### src/rtl/nidhogg_pkg.sv
// Shared types and constants for the duel round controller.
package nidhogg_pkg;

  localparam int SCORE_W = 4;

  typedef enum logic [1:0] {
    IDLE = 2'd0,
    PLAY = 2'd1,
    OVER = 2'd2
  } state_t;

  localparam logic [1:0] WINNER_NONE = 2'd0;
  localparam logic [1:0] WINNER_P1   = 2'd1;
  localparam logic [1:0] WINNER_P2   = 2'd2;

  // Scores never pass the limit, so a score at the limit stays put.
  function automatic logic [SCORE_W-1:0] sat_inc(input logic [SCORE_W-1:0] s,
                                                 input logic [SCORE_W-1:0] lim);
    return (s >= lim) ? lim : s + 1'b1;
  endfunction

endpackage

### src/rtl/respawn_counter.sv
// Per-player death countdown: load on kill, count down, pulse expire while the count sits at 1.
// The player's alive flag is raised by the parent on the edge that ends the pulse.
module respawn_counter #(
  parameter int DEATH_CYCLES = 134217700,
  parameter int CNT_W        = 27
) (
  input  logic clk,
  input  logic reset,
  input  logic clear,
  input  logic load,
  output logic expire
);

  localparam logic [CNT_W-1:0] LOAD_VAL = CNT_W'(DEATH_CYCLES);
  localparam logic [CNT_W-1:0] PRE_LAST = CNT_W'(2);

  logic [CNT_W-1:0] cnt;

  always_ff @(posedge clk) begin
    if (reset || clear) begin
      cnt    <= '0;
      expire <= 1'b0;
    end else if (load) begin
      cnt    <= LOAD_VAL;
      expire <= 1'b0;
    end else begin
      if (cnt != '0)
        cnt <= cnt - 1'b1;
      expire <= (cnt == PRE_LAST);
    end
  end

endmodule

### src/rtl/round_controller.sv
// Two-player duel round sequencer: kills, scoring, respawn timing and game end.
// DOUBLE_KO_EN: simultaneous valid hits kill both players instead of round-robin arbitration.
module round_controller
  import nidhogg_pkg::*;
#(
  parameter int DEATH_CYCLES = 134217700,
  parameter int WIN_SCORE    = 5,
  parameter int CNT_W        = 27
) (
  input  logic               clk,
  input  logic               reset,
  input  logic               start,
  input  logic               hit_p1,
  input  logic               hit_p2,
  output logic               p1_alive,
  output logic               p2_alive,
  output logic               p1_respawn,
  output logic               p2_respawn,
  output logic [SCORE_W-1:0] score_p1,
  output logic [SCORE_W-1:0] score_p2,
  output logic               game_over,
  output logic [1:0]         winner
);

  localparam logic [SCORE_W-1:0] WIN = SCORE_W'(WIN_SCORE);

  state_t             state;
  logic               valid1, valid2, kill1, kill2;
  logic [SCORE_W-1:0] nxt_s1, nxt_s2;
  logic               win1, win2, end_game, clear_cnt;

  assign valid1 = (state == PLAY) && hit_p1 && p1_alive;
  assign valid2 = (state == PLAY) && hit_p2 && p2_alive;

`ifdef DOUBLE_KO_EN
  assign kill1 = valid1;
  assign kill2 = valid2;
`else
  // prio = 0 means player 1 loses the next tie.
  logic prio;
  logic tie;
  assign tie   = valid1 && valid2;
  assign kill1 = valid1 && (!tie || !prio);
  assign kill2 = valid2 && (!tie || prio);

  always_ff @(posedge clk) begin
    if (reset)
      prio <= 1'b0;
    else if (tie)
      prio <= ~prio;
  end
`endif

  // Killing one player credits the other.
  assign nxt_s1    = kill2 ? sat_inc(score_p1, WIN) : score_p1;
  assign nxt_s2    = kill1 ? sat_inc(score_p2, WIN) : score_p2;
  assign win1      = (nxt_s1 == WIN);
  assign win2      = (nxt_s2 == WIN);
  assign end_game  = (state == PLAY) && (win1 || win2);
  assign clear_cnt = (state != PLAY) || end_game;

  respawn_counter #(.DEATH_CYCLES(DEATH_CYCLES), .CNT_W(CNT_W)) u_cnt_p1 (
    .clk    (clk),
    .reset  (reset),
    .clear  (clear_cnt),
    .load   (kill1),
    .expire (p1_respawn)
  );

  respawn_counter #(.DEATH_CYCLES(DEATH_CYCLES), .CNT_W(CNT_W)) u_cnt_p2 (
    .clk    (clk),
    .reset  (reset),
    .clear  (clear_cnt),
    .load   (kill2),
    .expire (p2_respawn)
  );

  always_ff @(posedge clk) begin
    if (reset) begin
      state     <= IDLE;
      p1_alive  <= 1'b0;
      p2_alive  <= 1'b0;
      score_p1  <= '0;
      score_p2  <= '0;
      game_over <= 1'b0;
      winner    <= WINNER_NONE;
    end else begin
      unique case (state)
        IDLE, OVER: begin
          if (start) begin
            state     <= PLAY;
            p1_alive  <= 1'b1;
            p2_alive  <= 1'b1;
            score_p1  <= '0;
            score_p2  <= '0;
            game_over <= 1'b0;
            winner    <= WINNER_NONE;
          end
        end
        PLAY: begin
          score_p1 <= nxt_s1;
          score_p2 <= nxt_s2;
          if (end_game) begin
            state     <= OVER;
            p1_alive  <= 1'b0;
            p2_alive  <= 1'b0;
            game_over <= 1'b1;
            winner    <= (win1 && win2) ? WINNER_NONE : (win1 ? WINNER_P1 : WINNER_P2);
          end else begin
            if (kill1)           p1_alive <= 1'b0;
            else if (p1_respawn) p1_alive <= 1'b1;
            if (kill2)           p2_alive <= 1'b0;
            else if (p2_respawn) p2_alive <= 1'b1;
          end
        end
        default: state <= IDLE;
      endcase
    end
  end

endmodule
### config.mk
export PLATFORM = sky130hd
export DESIGN_NAME = round_controller
export DESIGN_NICKNAME = d
export VERILOG_FILES = /design/src/rtl/nidhogg_pkg.sv /design/src/rtl/respawn_counter.sv /design/src/rtl/round_controller.sv
export SDC_FILE = /design/constraint.sdc
export NUM_CORES = 1
export LEC_CHECK = 0
export CORE_ASPECT_RATIO = 1.5
export CORE_MARGIN = 8
export CORE_UTILIZATION = 60
export DETAILED_ROUTE_END_ITERATION = 8
export HOLD_SLACK_MARGIN = 0.1
export MAX_ROUTING_LAYER = met4
export PLACE_DENSITY = 0.8
export SLEW_MARGIN = 20
export SYNTH_ARGS = -nofsm -noshare
export SYNTH_HDL_FRONTEND = slang
export SYNTH_SLANG_ARGS = --single-unit
### constraint.sdc
create_clock -name clk -period 3.2 [get_ports clk]
set_input_delay 0.48 -clock clk [delete_from_list [all_inputs] [get_ports clk]]
set_output_delay 0.48 -clock clk [all_outputs]
set_load 0.05 [all_outputs]
* Word-level counts from Yosys, hierarchy flattened
Cells that the tools add are included.
** Storage, ports and cells
- Register bits after elaboration :: 72
- Output and inout bits :: 15
** Operators by class
- $add $sub $neg :: 4
- $lt $le $gt $ge :: 2
- Eq/ne operators :: 11
- Muxes and demuxes :: 31
- Bitwise logic cells :: 1
- Reduce and logical (&&, ||, !) cells :: 30
** Operators with widths (number)
- 27-bit 2-to-1 mux :: 4
- 27-bit by 2-bit == test with 1-bit output (second input constant) :: 2
- 27-bit nonzero test :: 2
- 27-bit by 1-bit subtractor with 27-bit output (second input constant) :: 2
- 4-bit 2-to-1 mux :: 5
- 4-bit case mux with 2 select lines :: 2
- 2-bit 2-to-1 mux :: 6
- 1-bit logical AND :: 9
- 1-bit 2-to-1 mux :: 9
- 3-bit AND reduction :: 3
- 4-bit by 1-bit adder with 4-bit output (second input constant) :: 2
- 4-bit by 3-bit == test with 1-bit output (second input constant) :: 2
- 4-bit by 3-bit >= comparator with 1-bit output (second input constant) :: 2
- 4-bit by 3-bit inequality test with 1-bit output (second input constant) :: 2
- 2-bit case mux with 2 select lines :: 2
- 1-bit case mux with 2 select lines :: 3
- 2-bit nonzero test :: 3
- 2-bit OR reduction :: 3
- 1-bit logical OR :: 5
- 2-bit inequality test (second input constant) :: 2
- 2-bit AND reduction :: 2
- 2-bit by 1-bit == test with 1-bit output (second input constant) :: 1
- 2-bit == test (second input constant) :: 1
- 1-bit zero test :: 2
- 3 further kinds :: 3

* Logic depth before layout (Yosys ltp)
Gate-level depths: netlist of the first run.
- Word-level depth :: 14
- Gate-level depth with buffers :: 9
- Mapped depth without buffers :: 7

* Hierarchy
Synthesis of the first run repeated with hierarchy kept, for this count alone.
** Second synthesis, totals
- Cells, all modules :: 453
- Area total of the unflattened synthesis :: 3867.5 um^2
** Modules (own cells, without submodules)
- respawn_counter :: times used 2, cells each 172, area an instance 1462.7 um^2
- round_controller :: times used 1, cells each 109, area an instance 942.2 um^2

* Least setup slack after synthesis of the first run
OpenSTA, ideal clock, no wires.
- Kind :: reg-to-reg
- Start :: reg score_p2[1]
- End :: reg u_cnt_p2.cnt[7]
- Setup time :: 0.070 ns
- Data arrival time :: 2.573 ns
- Required time :: 3.130 ns
- Slack :: 0.557 ns
- Cell stages (with the launch flop) :: 10
- Period minus slack after synthesis :: 2.643 ns
- Cell sequence :: dfxtp_1 -> inv_1 -> ha_1 -> nand2b_1 -> or4_1 -> o2111a_1 -> a2111o_1 -> buf_2 -> buf_2 -> a21oi_1
** Between the ends
- Word-level cells in the longest chain between the ends :: 8
** Ends and longest elaborated chain
- start, declared :: line round_controller.sv:20 : output logic [SCORE_W-1:0] score_p2,
- start signal, assigned :: line round_controller.sv:102 : score_p2 <= nxt_s2;
- 4-bit by 1-bit adder with 4-bit output / 4-bit by 3-bit >= comparator with 1-bit output (equally long branches) :: line nidhogg_pkg.sv:19 : return (s >= lim) ? lim : s + 1'b1;
- 4-bit 2-to-1 mux :: line nidhogg_pkg.sv:19
- 4-bit 2-to-1 mux (*) :: line round_controller.sv:56 : assign nxt_s2 = kill1 ? sat_inc(score_p2, WIN) : score_p2;
- 4-bit by 3-bit == test with 1-bit output (*) :: line round_controller.sv:58 : assign win2 = (nxt_s2 == WIN);
- 1-bit logical OR (*) :: line round_controller.sv:59 : assign end_game = (state == PLAY) && (win1 || win2);
- 1-bit logical AND (*) :: line round_controller.sv:59
- 1-bit logical OR (*) :: line round_controller.sv:60 : assign clear_cnt = (state != PLAY) || end_game;
- 1-bit logical OR (*) :: line respawn_counter.sv:20 : if (reset || clear) begin
- end signal, assigned :: line respawn_counter.sv:28 : cnt <= cnt - 1'b1;
- end, declared :: line respawn_counter.sv:17 : logic [CNT_W-1:0] cnt;
Mark *: on every way between the ends. The rest lies on a longest branch, timed or not.
A chain may end at the register's enable or synchronous reset.

* Final worst setup path of the first run
- Start :: in hit_p1
- End :: reg u_cnt_p1.cnt[4]
** Between the ends
- Word-level cells in the longest chain between the ends :: 13
** Ends and longest elaborated chain
- start, declared :: line round_controller.sv:13 : input logic hit_p1,
- 1-bit logical AND (*) (2 in series) :: line round_controller.sv:32 : assign valid1 = (state == PLAY) && hit_p1 && p1_alive;
- 1-bit logical AND :: line round_controller.sv:42 : assign tie = valid1 && valid2;
- 1-bit zero test :: line round_controller.sv:43, round_controller.sv:44
- 1-bit logical OR (on tied branches) :: line round_controller.sv:44, round_controller.sv:43
- 1-bit logical AND (on tied branches) :: line round_controller.sv:44, round_controller.sv:43
- 4-bit 2-to-1 mux (on tied branches) :: line round_controller.sv:55, round_controller.sv:56
- 4-bit by 3-bit == test with 1-bit output (on tied branches) :: line round_controller.sv:57, round_controller.sv:58
- 1-bit logical OR :: line round_controller.sv:59
- 1-bit logical AND :: line round_controller.sv:59
- 1-bit logical OR :: line round_controller.sv:60
- 1-bit logical OR :: line respawn_counter.sv:20
- 2-bit OR reduction (no source line) (*)
- end signal, assigned :: line respawn_counter.sv:28
- end, declared :: line respawn_counter.sv:17
Marks and branches as above.

==> results of run 1 <==
-- routing by layer --
layer | routed length (um) | vias up
met2 | 4570 | 58
met4 | 172 | 0
met5 | 0 | -
met1 | 3740 | 1643
li1 | - | 1688
met3 | 184 | 17
-- worst max-delay path, delay by kind of cell --
kind                   cells  cell delay (ns)
AOI/OAI and AO/OA          3             0.91
and+or+nand+nor            2             0.80
buffers and inverters      2             0.74
-- layout by cell type, fill, tap and decap left out, types with 14 or more instances in the layout --
cell type        synthesis  routed
dfxtp_1                 72      72
a21oi_1                 41      41
o21ai_0                 28      28
nor3_1                  25      25
nor2_1                  21      21
a31oi_1                 19      19
clkdlybuf4s50_1          0      19
nor4_1                  18      18
xor2_1                  17      17
or3_1                   15      15
nand3_1                 14      14
or4_1                   14      14
-- metrics by stage --
step | util [%] | hold WS, ns | area, sq um | std cells
after detailed placement | 65.5 | 0.455 | 3990 | 513
after CTS | 69.6 | 0.467 | 4240 | 529
final | 69.6 | 0.466 | 4240 | 529
after global placement | 65.5 | 0.446 | 3990 | 513
after global routing | 69.6 | 0.512 | 4240 | 529
after floorplan | - | 0.458 | 3750 | 436
-- worst min-delay path by stage --
| stage | slack (ns) | endpoint | startpoint | depth (start not counted) |
|---|---|---|---|---|
| after floorplan | 0.46 | u_cnt_p2.cnt[26] | u_cnt_p2.cnt[26] | 2 |
| after global placement | 0.45 | game_over | game_over | 2 |
| after detailed placement | 0.46 | game_over | game_over | 2 |
| after CTS | 0.47 | game_over | game_over | 2 |
| after global routing | 0.51 | u_cnt_p2.cnt[26] | u_cnt_p2.cnt[26] | 2 |
| final | 0.47 | game_over | game_over | 2 |
-- sequential cells by signal (all words and copies together), names as in the netlist --
name,count
state,2
game_over,1
u_cnt_p1.expire,1
prio,1
p1_alive,1
u_cnt_p1.cnt,27
score_p1,4
u_cnt_p2.expire,1
winner,2
p2_alive,1
score_p2,4
u_cnt_p2.cnt,27
-- cells by family (layout without fill, tap and decap cells) --
family	after synthesis	count (layout)	synth area share [%]
xor+xnor	28	28	6.53
compound gates	128	128	21.2
fa+ha+maj	10	10	3.33
mux	2	2	0.600
simple gates	159	159	25.2
flops	72	72	38.4
buf+inv	37	56	4.70
-- final cells by class --
class / count / share of cell area [%]
clock buffers: 11 / 3.34
multi-input cells: 327 / 50.5
repair buffers: 29 / 6.56
inverters: 11 / 0.975
well taps: 74 / 2.19
flip-flops and latches: 72 / 34.0
clock inverters: 5 / 2.45
==> reports/metrics.yaml, run 1 <==
synthesis.nets: 451
syn_inst: 436
cts_buffer_depth: 2
relSlewSlack_pct: 47.3
period_share_pct: 84.0
initial_utilization_pct: 61.7
grt_use_total_pct: 19.8
clkSinkCount: 72
fillers: 494
routed_wl_mm: 8.66
timing.rr.end: "u_cnt_p1.cnt[4]"
path_class: "in2reg"
maxCapViolations: 0
cp-start-kind: "primary input"
worstMarginPinSlew_ns: 0.783
avgViaCountPerCell: 6.44
row_count: 35
tns_ns: 0
skew_ns: 0.00901
place_ws_ns: 0.168
status: "finished clean"
grt_pass1_wl_mm: 14.3
crit_path_top_delay_cell: "or4_1"
gr-usage-met2_pct: 33.3
synth_edf_count: 0
ys_seq_elements: 72
io_pins: 20
avgSynthCellArea_sq_um: 8.61
critical-path-max-stage-delay_ns: 0.60
routabilityCongestion: 0.831
netlist_top_cells_count: "dfxtp_1 (72), a21oi_1 (41), o21ai_0 (28), nor3_1 (25), nor2_1 (21)"
syn_area_sq_um: 3750
rsz0062_at_grt: "false"
r2r_cells: 8
clkSlewWorstSetupHoldPaths_ns: 0.07
arrival_ns: 2.94
grt.overflow.total: 0
antenna_cells: 0
crit_start: "hit_p1"
fmax_ghz: 0.372
globalRouteMet1Util_pct: 21.8
synth-async-reset-ratio_pct: 0
drtAntennaViolNets: 0
drive_gt1_share_pct: 10.1
netlist.area_leader.share_pct: 38.4
ctsHoldBuffers: 0
yosysWarnings: 0
fp.dieW_um: 80.6
worstReg2RegStart: "score_p2[1]"
hp-class: "reg2reg"
required_ns: 3.45
antenna_found_initial: 0
wl_per_cell_um: 16.4
drc: 0
synth_ff_type: "dfxtp_1"
numCtsBuffers: 9
use_met3_pct: 2.54
cts_max_level: 3
synth_most_common_cell: "dfxtp_1"
netlist_top_cells_area: "dfxtp_1 (38%), a21oi_1 (5.5%), xor2_1 (4.0%)"
ys_types: 57
setup_ws_ns: 0.512
grt_pass1_vias: 3195
die_y_um: 113
final-setup-viol-count: 0
area_growth_pct: 12.8
postCtsSetupBuffers: 0
maxSlewViolCount: 0
clockRootBuffer: "clkbuf_8"
grt_start_max_net_pins: 36
die_area_sq_um: 9100
synth.yosys.seq_area_share_pct: 38.4
register_area_sq_um: 1440
first_pass_iters: 4
cp_max_fo: 12
multi_input_area_sq_um: 2140
hold_violations: 0
grt.busiest_layer: "met2"
vias: 3406
end_kind: "register"
synth_top_cell_by_area: "dfxtp_1"
hpwl_mm: 5.84
regToRegSetupSlack_ns: 0.55
core_sq_um: 6090
min_period_ns: 2.69
nets: 465
first_iter_violations: 272
port_buffers: 19
crit_chain: "clkdlybuf4s50_1 -> nand4b_1 -> or4_1 -> o2111a_1 -> a2111o_2 -> buf_4 -> a2111oi_2"
ctsResizeCount: 0
worstSkewPairLatency_ns: 0.35
tritoncts: "yes"
worstSetupEndpoint: "u_cnt_p1.cnt[4]"
Power of run 1 is left out: the tool's default activity adds up to more than one toggle a clock period on the data nets, which glitch-free logic cannot reach.
==> run 2: changes to the inputs <==
clock period = 2.6 ns   (was 3.2 ns; I/O delays follow)
==> run 2 against run 1 <==
Net effect: global-route usage rose by 1.4 points; die area is the same; wire length increased by 5.6%; sequential share of layout area fell by 0.79 points; critical endpoint unchanged; core utilization up 1.8 points; count of clock-buffer cells in the layout decreased by 1; via count rose by 5.8%; clock skew about the same; worst hold slack got worse by 0.0033 ns; critical path type is now reg2reg; critical path depth up 1.
==> reports/metrics.yaml, run 2 (synthesis results as in run 1) <==
routed_wl_mm: 9.15  # +5.6%
worstSkewPairLatency_ns: 0.35  # about the same
row_count: 35  # unchanged
antenna_cells: 0  # unchanged
relSlewSlack_pct: 60.0  # +13 points
whs_endpoint: "game_over"
drc: 0  # unchanged
first_iter_violations: 282  # +3.7%
postCtsSetupBuffers: 0  # unchanged
rsz0062_at_grt: "false"
routabilityCongestion: 0.849  # +2.3%
crit_path_top_delay_cell: "or4_1"
clockRootBuffer: "clkbuf_8"
worstMarginPinSlew_ns: 0.594  # -0.189 ns
hpwl_mm: 6.40  # +9.6%
maxSlewViolCount: 0  # unchanged
arrival_ns: 2.65  # -0.29 ns
grt.overflow.total: 0  # unchanged
maxCapViolations: 0  # unchanged
timing.rr.end: "u_cnt_p1.cnt[4]"
required_ns: 2.84  # -0.61 ns
first_pass_iters: 7  # +3
worstReg2RegStart: "score_p2[1]"
ctsResizeCount: 0  # unchanged
period_share_pct: 92.7
numCtsBuffers: 9  # unchanged
fp.dieW_um: 80.6  # unchanged
r2r_cells: 8  # unchanged
skew_ns: 0.00894  # -0.0000720 ns
cp_max_fo: 12  # unchanged
die_y_um: 113  # unchanged
hp-class: "reg2reg"
status: "finished clean"
avgViaCountPerCell: 6.60  # +2.5%
tritoncts: "yes"
clkSlewWorstSetupHoldPaths_ns: 0.08  # about the same
vias: 3603  # +5.8%
drive_gt1_share_pct: 13.8  # +3.7 points
drtAntennaViolNets: 0  # unchanged
fmax_ghz: 0.415
io_pins: 20  # unchanged
die_area_sq_um: 9100  # unchanged
wl_per_cell_um: 16.8  # +2.3%
ctsHoldBuffers: 0  # unchanged
initial_utilization_pct: 61.7  # unchanged
grt_pass1_wl_mm: 15.5  # +8.4%
crit_chain: "inv_1 -> ha_1 -> nand2b_1 -> or4_1 -> o2111a_1 -> a2111o_2 -> buf_4 -> a2111oi_2"
core_sq_um: 6090  # unchanged
cp-start-kind: "register"
nets: 482  # +3.7%
min_from: "game_over"
min_path_cells: 2  # unchanged
final_cell_mix: "dfxtp_1 (70), a21oi_1 (41), o21ai_0 (28), buf_4 (27), nor3_1 (25)"
cts_buffer_depth: 2  # unchanged
min_period_ns: 2.41
critical-path-max-stage-delay_ns: 0.51  # -0.09 ns
regToRegSetupSlack_ns: 0.19  # -0.36 ns
final_cell_area_sq_um: 4340  # +2.5%
mostFrequentLayoutCell: "dfxtp_1"
port_buffers: 19  # unchanged
antenna_found_initial: 0  # unchanged
area_growth_pct: 15.7
placed_area_sq_um: 4110  # +2.9%
fillers: 487  # -1.4%
grt_use_total_pct: 21.1  # +1.4 points
reg_top3: "u_cnt_p1.cnt x27, u_cnt_p2.cnt x27"
grt_start_max_net_pins: 27  # -25%
cts_max_level: 3  # unchanged
clkSinkCount: 72  # unchanged
path_class: "reg2reg"
final-setup-viol-count: 0  # unchanged
grt_pass1_vias: 3490  # +9.2%
hold_violations: 0  # unchanged
end_kind: "register"
-- run 2: layout make-up --
| type | instances | area [sq um] | share of cell area [%] |
|---|---|---|---|
| tap | 74 | 92.6 | 2.13 |
| clock buffer | 10 | 128 | 2.94 |
| multi-input combinational | 327 | 2140 | 49.2 |
| sequential | 72 | 1440 | 33.2 |
| inverter | 11 | 41.3 | 0.951 |
| timing repair buffer | 46 | 393 | 9.05 |
| clock inverter | 6 | 108 | 2.48 |
-- run 2: per-layer routing --
metal | routed length (um) | up-vias | track usage, %
li1 | - | 1721 | -
met1 | 3720 | 1747 | 23.2
met2 | 4810 | 106 | 35.5
met3 | 419 | 29 | 3.89
met4 | 205 | 0 | 9.88
met5 | 0 | - | -
-- run 2: metrics by stage --
step,utilization [%],hold slack (ns),setup slack [ns],instances,setup TNS [ns]
floorplan,-,0.458,0.0213,436,0
CTS,71.3,0.467,0.190,546,0
detailed placement,67.5,0.456,-0.150,530,-2.91
global placement,67.5,0.444,-0.0699,530,-0.522
finish,71.3,0.463,0.190,546,0
global route,71.3,0.509,0.00336,546,0
-- run 2: worst max-delay path, delay by kind of cell (launching register included) --
family,cells,cell delay [ns]
AO/OA/AOI/OAI,3,0.78
adder cells (fa/ha/maj),1,0.16
buffers and inverters,2,0.27
flip-flops,1,0.39
AND/OR/NAND/NOR,2,0.69
-- run 2: how the worst max path moves through the flow --
stage	start	endpoint	slack [ns]
floorplan	score_p2[0]	u_cnt_p2.cnt[7]	0.02
global placement	hit_p1	u_cnt_p1.cnt[20]	-0.07
detailed placement	hit_p1	u_cnt_p1.cnt[4]	-0.15
CTS	score_p2[1]	u_cnt_p1.cnt[4]	0.19
global route	u_cnt_p1.cnt[0]	u_cnt_p1.cnt[14]	0.003
finish	score_p2[1]	u_cnt_p1.cnt[4]	0.19
Power of run 2 is left out for the same reason.
==> run 3: changes to the inputs <==
CELL_PAD_IN_SITES_DETAIL_PLACEMENT = 0   (was not set)
CELL_PAD_IN_SITES_GLOBAL_PLACEMENT = 1   (was not set)
CORE_UTILIZATION = 40   (was 60)
PLACE_DENSITY = not set   (was 0.8)
PLACE_DENSITY_LB_ADDON = 0.1   (was not set)
==> run 3 against run 2 <==
Net effect: die area is 41% higher; non-clock buffer count grew 8; global-route usage down 5.2 points; first-iteration DRC count fell by 60%; largest cell class unchanged.
==> reports/metrics.yaml, run 3 (synthesis results as in run 1) <==
status: "finished clean"
setup_ws_ns: 0.166  # -0.0236 ns
tns_ns: 0  # unchanged
skew_ns: 0.00630  # -0.00263 ns
hpwl_mm: 6.74  # +5.2%
required_ns: 2.85  # about the same
port_buffers: 19  # unchanged
maxSlewViolCount: 0  # unchanged
end_kind: "register"
path_class: "reg2reg"
wl_met3_um: 178  # -58%
first_iter_violations: 112  # -60%
r2r_cells: 8  # unchanged
final_cell_mix: "dfxtp_1 (70), a21oi_1 (41), buf_4 (33), o21ai_0 (28), nor3_1 (25)"
cts_buffer_depth: 2  # unchanged
wl_per_cell_um: 16.0  # -4.4%
io_pins: 20  # unchanged
cp-start-kind: "register"
place_ws_ns: -0.164  # -0.0138 ns
cts_max_level: 3  # unchanged
arrival_ns: 2.69  # +0.04 ns
worstReg2RegStart: "score_p2[1]"
tritoncts: "yes"
min_from: "game_over"
antenna_cells: 0  # unchanged
avgViaCountPerCell: 5.77  # -13%
min_path_cells: 2  # unchanged
initial_utilization_pct: 40.8  # -21 points
drc: 0  # unchanged
grt_use_total_pct: 16.0  # -5.2 points
routed-wl-met2_mm: 5.07  # +5.4%
rsz0062_at_grt: "false"
period_share_pct: 93.6  # +0.91 points
hold_violations: 0  # unchanged
fp.dieW_um: 95.1  # +18%
min_period_ns: 2.43  # +0.0236 ns
nets: 490  # +1.7%
die_y_um: 135  # +19%
row_count: 43  # +23%
routabilityCongestion: 0.826  # -2.8%
maxCapViolations: 0  # unchanged
final-setup-viol-count: 0  # unchanged
worstSkewPairLatency_ns: 0.33  # -0.02 ns
grt_start_max_net_pins: 27  # unchanged
drtAntennaViolNets: 0  # unchanged
timing.rr.end: "u_cnt_p2.cnt[24]"
clkSlewWorstSetupHoldPaths_ns: 0.06  # -0.02 ns
routed_wl_mm: 9.46  # +3.4%
highest_layer: "met4"
holdWs_ns: 0.456  # -0.00740 ns
numCtsBuffers: 9  # unchanged
mostFrequentLayoutCell: "dfxtp_1"
cp_max_fo: 26  # +14
area_growth_pct: 20.3
ctsHoldBuffers: 0  # unchanged
grt.overflow.total: 0  # unchanged
worstMarginPinSlew_ns: 0.526  # -0.0687 ns
antenna_found_initial: 0  # unchanged
die_area_sq_um: 12800  # +41%
first_pass_iters: 4  # -3
grt_pass1_wl_mm: 16.0  # +3.2%
drive_gt1_share_pct: 15.0  # +1.3 points
clockRootBuffer: "clkbuf_16"
vias: 3409  # -5.4%
hp-class: "reg2reg"
relSlewSlack_pct: 64.6  # +4.6 points
post-route-util_pct: 49.1  # -22 points
regToRegSetupSlack_ns: 0.17  # -0.02 ns
fmax_ghz: 0.411  # -0.97%
wl_met1_mm: 4.03  # +8.4%
clkSinkCount: 72  # unchanged
reg_top3: "u_cnt_p1.cnt x27, u_cnt_p2.cnt x27"
grt_pass1_vias: 3431  # -1.7%
whs_endpoint: "game_over"
core_sq_um: 9200  # +51%
[run 3: changes by cell type in the layout (fill, tap and decap cells not counted), sizes merged]
cell,delta
buf,+8
bufinv,-3
clkbuf,+2
[run 3: layout make-up]
class                           instances  area (sq um)
Multi-Input combinational cell        327          2140
Fill cell                             890          4690
Clock buffer                           12           256
Inverter                               11          41.3
Sequential cell                        72          1440
Clock inverter                          3          17.5
Tap cell                              112           140
Timing Repair Buffer                   54           478
[run 3: worst max path at each step]
stage | from | endpoint | slack, ns | depth (start not counted)
6_report | score_p2[1] | u_cnt_p2.cnt[24] | 0.17 | 8
3_5_place_dp | hit_p1 | u_cnt_p2.cnt[24] | -0.16 | 7
5_1_grt | score_p2[1] | u_cnt_p2.cnt[1] | 0.05 | 8
3_3_place_gp | hit_p1 | u_cnt_p2.cnt[19] | -0.12 | 7
2_1_floorplan | score_p2[0] | u_cnt_p2.cnt[7] | 0.02 | 9
4_1_cts | score_p2[0] | u_cnt_p2.cnt[24] | 0.14 | 8
[run 3: metal layers]
metal / vias up / track usage (%)
li1: 1742 / -
met1: 1616 / 16.7
met2: 37 / 28.4
met3: 14 / 3.72
met4: 0 / 5.41
met5: - / -
[run 3: through the flow]
stage | area (sq um) | std cells
2_1_floorplan | 3750 | 436
3_3_place_gp | 4240 | 576
3_5_place_dp | 4240 | 576
4_1_cts | 4510 | 591
5_1_grt | 4510 | 591
6_report | 4510 | 591
[run 3: worst max-delay path, stage by stage, from the launching register on]
cell and delay [ns]:
dfxtp_2 0.38, inv_1 0.07, ha_1 0.16, nand2b_1 0.17, or4_1 0.52, o2111a_1 0.17, a2111o_2 0.49, buf_12 0.22
nor3_1 0.17
[run 3: repair_timing]
action	4_1_cts	5_1_grt
hold endpoints to repair	0	0
endpoints found under the setup margin	0	3
resized for setup	0	1
buffers inserted	0	0
Power of run 3 is left out for the same reason.
